==> src/rtl/mult_acc_pipe.sv <==
// rtl/mult_acc_pipe.sv - pipelined signed/unsigned multiply and saturating multiply-accumulate
module mult_acc_pipe #(
  parameter  int A_WIDTH   = 8,
  parameter  int B_WIDTH   = 8,
  parameter  int LATENCY   = 3,
  localparam int OUT_WIDTH = A_WIDTH + B_WIDTH
) (
  input  logic                 clk,
  input  logic                 rst,
  input  logic                 in_valid,
  output logic                 in_ready,
  input  logic [A_WIDTH-1:0]   input_1,
  input  logic [B_WIDTH-1:0]   input_2,
  input  logic [1:0]           in_mode,
  input  logic                 in_first,
  output logic                 out_valid,
  input  logic                 out_ready,
  output logic [OUT_WIDTH-1:0] output_3,
  output logic                 out_ovf
);

  logic advance;
  assign advance  = ~out_valid | out_ready;
  assign in_ready = advance & ~rst;

  // Operands are extended to the full result width so a single OUT_WIDTH
  // multiply is exact for both interpretations; the true product always fits.
  logic [OUT_WIDTH-1:0] a_ext, b_ext, product;
  assign a_ext   = {{B_WIDTH{in_mode[0] & input_1[A_WIDTH-1]}}, input_1};
  assign b_ext   = {{A_WIDTH{in_mode[0] & input_2[B_WIDTH-1]}}, input_2};
  assign product = a_ext * b_ext;

  logic [LATENCY-1:0]   s_valid;
  logic [LATENCY-1:0]   s_first;
  logic [1:0]           s_mode [LATENCY];
  logic [OUT_WIDTH-1:0] s_prod [LATENCY];

  always_ff @(posedge clk) begin
    if (rst) begin
      s_valid <= '0;
    end else if (advance) begin
      s_valid[0] <= in_valid;
      s_first[0] <= in_first;
      s_mode[0]  <= in_mode;
      s_prod[0]  <= product;
      for (int k = 1; k < LATENCY; k++) begin
        s_valid[k] <= s_valid[k-1];
        s_first[k] <= s_first[k-1];
        s_mode[k]  <= s_mode[k-1];
        s_prod[k]  <= s_prod[k-1];
      end
    end
  end

  logic                 f_valid, f_first;
  logic [1:0]           f_mode;
  logic [OUT_WIDTH-1:0] f_prod;
  assign f_valid = s_valid[LATENCY-1];
  assign f_first = s_first[LATENCY-1];
  assign f_mode  = s_mode[LATENCY-1];
  assign f_prod  = s_prod[LATENCY-1];

  logic [OUT_WIDTH-1:0] acc, base;
  logic [OUT_WIDTH:0]   sum_u, sum_s;
  assign base  = f_first ? '0 : acc;
  assign sum_u = {1'b0, base} + {1'b0, f_prod};
  assign sum_s = {base[OUT_WIDTH-1], base} + {f_prod[OUT_WIDTH-1], f_prod};

  logic [OUT_WIDTH-1:0] res;
  logic                 res_ovf;

  always_comb begin
    res     = f_prod;
    res_ovf = 1'b0;
    if (f_mode[1]) begin
      if (f_mode[0]) begin
        // Signed overflow shows as disagreement between the carry-out and sign bits.
        if (sum_s[OUT_WIDTH] != sum_s[OUT_WIDTH-1]) begin
          res_ovf = 1'b1;
          res     = sum_s[OUT_WIDTH] ? {1'b1, {(OUT_WIDTH-1){1'b0}}}
                                     : {1'b0, {(OUT_WIDTH-1){1'b1}}};
        end else begin
          res = sum_s[OUT_WIDTH-1:0];
        end
      end else begin
        if (sum_u[OUT_WIDTH]) begin
          res_ovf = 1'b1;
          res     = '1;
        end else begin
          res = sum_u[OUT_WIDTH-1:0];
        end
      end
    end
  end

  always_ff @(posedge clk) begin
    if (rst) begin
      out_valid <= 1'b0;
      output_3  <= '0;
      out_ovf   <= 1'b0;
      acc       <= '0;
    end else if (advance) begin
      out_valid <= f_valid;
      if (f_valid) begin
        output_3 <= res;
        out_ovf  <= res_ovf;
        if (f_mode[1]) acc <= res;
      end
    end
  end

endmodule

==> config.mk <==
export PLATFORM = sky130hd
export DESIGN_NAME = mult_acc_pipe
export DESIGN_NICKNAME = d
export VERILOG_FILES = /design/src/rtl/mult_acc_pipe.sv
export SDC_FILE = /design/constraint.sdc
export NUM_CORES = 1
export LEC_CHECK = 0
export ABC_AREA = 1
export ABC_CLOCK_PERIOD_IN_PS = 5700
export CORE_ASPECT_RATIO = 0.9
export CORE_UTILIZATION = 45
export CTS_CLUSTER_SIZE = 10
export DETAILED_ROUTE_END_ITERATION = 8
export PLACE_DENSITY = 0.68
export SETUP_SLACK_MARGIN = 0.3
export SKIP_CTS_REPAIR_TIMING = 1
export SYNTH_ARGS = -nofsm -noshare
export SYNTH_HDL_FRONTEND = slang
export SYNTH_SLANG_ARGS = --single-unit
==> constraint.sdc <==
create_clock -name clk -period 5.7 [get_ports clk]
set_input_delay 1.14 -clock clk [delete_from_list [all_inputs] [get_ports clk]]
set_output_delay 1.14 -clock clk [all_outputs]
set_load 0.1 [all_outputs]
==> results.py <==
metrics = {
    "power_and_ir_drop": {
        "cell_internal_pwr_mw": 1.89,
        "powerDensity_nw_per_um2": 349,
        "p_sw_frac": 0.375,
        "p_seq_frac": 0.312,
        "p_comb_frac": 0.491,
        "p_switching_mw": 1.14,
        "p_leak_nw": 4.48,
        "p_clk_frac": 0.196,
        "ir_drop_uv": 207,
    },
    "floorplanning": {
        "core-area_sq_um": 15700,
        "pin_count": 42,
        "num_rows": 43,
        "start_util": 0.468,
        "die_h_um": 123,
        "fp.dieW_um": 136,
        "die-area_sq_um": 16800,
    },
    "min_path": {
        "holdPathStages": 0,
        "hp-class": "flip-flop to flip-flop",
    },
    "status": {
        "status": "completed",
    },
    "critical_path": {
        "regToRegEndpoint": "output_3[0]",
        "path_depth": 18,
        "cp_num_buf_inv": 4,
        "cp-end-kind": "flip-flop",
        "cp.arrival_ns": 5.26,
        "startpoint_type": "input port",
        "crit_type": "input port to flip-flop",
        "crit_required_ns": 5.80,
        "worstReg2RegStart": "s_first[2]",
        "rr_worst_depth": 18,
        "crit_family": "adder cells",
        "endpoint": "s_prod[0][15]",
        "crit_chain": "dlymetal6s2s_1 -> nand2_4 -> or2_4 -> fa_1 -> fa_1 -> inv_1 -> fa_1 -> fa_1 -> inv_1 -> fa_1 -> inv_1 -> ha_4 -> nand2_1 -> o21ai_2 -> a21oi_2 -> o21bai_1 -> a21oi_1 -> xor2_1",
        "r2r_slack_ns": 2.53,
        "cp_common_cell": "fa_1",
        "crit_fanout": 4,
        "crit_start": "in_mode[0]",
        "slowest_stage": "fa_1",
        "cpPeakStageDelay_ns": 0.54,
    },
    "detailed_routing": {
        "drc_errors": 0,
        "vias_per_cell": 4.77,
        "ant_nets": 0,
        "wl_per_cell_um": 12.7,
        "drt-pass1-iter-count": 4,
        "vias": 5506,
        "wl_mm": 14.6,
        "drt-initial-drc-count": 315,
    },
    "timing": {
        "fin_crit_sh": 0.905,
        "fmax_mhz": 194,
        "setup_viol": 0,
        "relSlewSlack": 0.338,
        "finClkSkew_ns": 0.00829,
        "tightest_slew_ns": 0.990,
        "maxSlewViolCount": 0,
        "grt_setup_unrepaired": "false",
        "fin_setup_tns_ns": 0,
        "finalCriticalPeriod_ns": 5.16,
        "final-hold-violation-count": 0,
    },
    "global_route": {
        "antenna_found_initial": 0,
        "grt_overflow_total": 0,
        "grt_usage": 0.192,
        "grt_pass1_wl_mm": 25.3,
        "grt_pass1_vias": 5532,
        "grt_max_degree": 58,
    },
    "synth": {
        "syn_avg_cell_area_sq_um": 8.41,
        "ys_ff_latch": 94,
        "synth_area_leaders": "edfxtp_1, fa_1, dfxtp_1, inv_1, nand2_1",
        "synth_top_cell_by_area": "edfxtp_1",
        "synth-edff-count": 57,
        "ys_seq_area_frac": 0.335,
        "netlist_area_sq_um": 7320,
        "ys.flop_type": "edfxtp_1",
        "synth_cells": 871,
        "async_flop_share": 0,
        "yosys.area.top_type_share": 0.234,
        "yosysWarningCount": 0,
        "yosys.cell_types.count": 35,
        "synth_nets": 1007,
    },
    "finish": {
        "ff_latch_area_sq_um": 2450,
        "n_antenna_cell": 0,
        "drive_above_1_share": 0.129,
        "final_util": 0.555,
        "nNetsFinal": 1084,
        "area_delta_synth_final_pct": 18.7,
        "stdcell_count": 1155,
        "nFillCells": 1409,
        "multi_input_area_sq_um": 4120,
    },
    "clocking": {
        "cts_num_sinks": 94,
        "ctsRootBufferMaster": "clkbuf_16",
        "cts.clk_slew.worst_paths_ns": 0.07,
        "cts_buffers": 9,
        "htree_levels": 3,
        "clock_tree.buffer_depth": 2,
        "clk_latency_ns": 0.35,
        "cts_tree": "built",
    },
    "place": {
        "gp_congestion": 0.877,
        "port_buffers": 41,
        "dp_cells": 1137,
        "dp_hpwl_mm": 11.3,
    },
    "run": {
        "cap_violations": 0,
    },
}
-- sequential cells by signal (all words and copies together), names as in the netlist --
signal,cells
s_mode,6
s_valid,3
s_prod,48
acc,16
output_3,16
s_first,3
out_ovf,1
out_valid,1
-- cell usage in the layout (no fill, tap or decap), types with 4 or more instances in the layout --
cell type / count
inv_1: 182
nand2_1: 177
nor2_1: 73
fa_1: 63
edfxtp_1: 57
buf_4: 53
ha_1: 46
a21oi_1: 44
nand3_1: 37
dfxtp_1: 37
o21ai_0: 23
clkdlybuf4s50_1: 23
dlymetal6s2s_1: 17
xor2_1: 16
nand2_2: 12
xnor2_1: 12
a21oi_2: 9
clkbuf_16: 9
inv_2: 7
o22ai_1: 7
nand2_4: 5
or2_2: 4
nor2_2: 4
-- worst register-to-register path, cell delays in order (launching register included) --
cell and delay, ns:
edfxtp_1 0.79, nor2_1 0.12, ha_1 0.24, inv_1 0.08, fa_1 0.20, inv_1 0.06, nand3_1 0.08, nand2_2 0.09
nand2_2 0.09, nand2_4 0.07, nand2_4 0.08, nand2_4 0.06, nor2_2 0.28, inv_2 0.20, or2_2 0.31, nand2_1 0.06
nand3_1 0.06, nand2_1 0.13, nor2_1 0.06
-- logic make-up after synthesis --
logic type | Yosys count | share of synthesized area
flops | 94 | 0.335
xor+xnor | 28 | 0.0335
simple gates | 325 | 0.188
fa+ha+maj | 113 | 0.259
compound gates | 92 | 0.0685
buf+inv | 219 | 0.116
-- synthesized netlist by cell type (2+ instances only) --
cell / number
inv_1: 183
nand2_1: 181
nor2_1: 77
fa_1: 64
edfxtp_1: 57
ha_1: 49
a21oi_1: 48
dfxtp_1: 37
nand3_1: 37
o21ai_0: 27
clkbuf_1: 22
xor2_1: 16
xnor2_1: 12
nand2_2: 9
o22ai_1: 7
inv_2: 6
a21oi_2: 5
or2_2: 5
nand2_4: 4
buf_6: 3
o21bai_1: 3
buf_2: 2
clkinv_1: 2
nand3b_1: 2
nand4_1: 2
nor2_2: 2
-- power groups by stage --
stage	sequential [mW]	clock, mW	combinational, mW
final	0.946	0.595	1.49
after global routing	0.956	0.637	1.70
after CTS	0.946	0.608	1.44
after detailed placement	0.961	0	1.42
after global placement	0.955	0	1.40
after floorplan	0.991	0	0.987
-- per-layer routing --
metal / global-route usage / routed length (um) / up-vias
met3: 0.0242 / 257 / 12
met1: 0.238 / 6880 / 2598
li1: - / - / 2827
met4: 0.0604 / 222 / 0
met2: 0.349 / 7280 / 69
met5: 0 / 0 / -
-- through the flow --
stage               hold slack [ns]  power [mW]  cell area [sq um]  worst slack, ns
floorplan                     0.400        1.98               7370            0.164
global route                  0.423        3.29               8690            0.347
CTS                           0.421        2.99               8570            0.126
finish                        0.419        3.03               8690            0.541
global placement              0.400        2.35               8270           -0.222
detailed placement            0.405        2.38               8270           -0.252
-- cell type report --
type	count	area share
clock inverter	7	0.00835
inverter	191	0.0825
clock buffer	9	0.0259
tap	202	0.0291
timing repair buffer	94	0.0980
multi-input combinational	558	0.474
sequential	94	0.282
-- how the worst min path moves through the flow --
stage | startpoint | endpoint | slack, ns
after global routing | s_prod[0][28] | s_prod[0][44] | 0.42
after floorplan | s_first[0] | s_first[1] | 0.40
after detailed placement | s_first[0] | s_first[1] | 0.40
after CTS | s_prod[0][9] | s_prod[0][25] | 0.42
final | s_prod[0][17] | s_prod[0][33] | 0.42
after global placement | s_mode[0][2] | s_mode[0][4] | 0.40
Power figures use the tool's default switching activity.
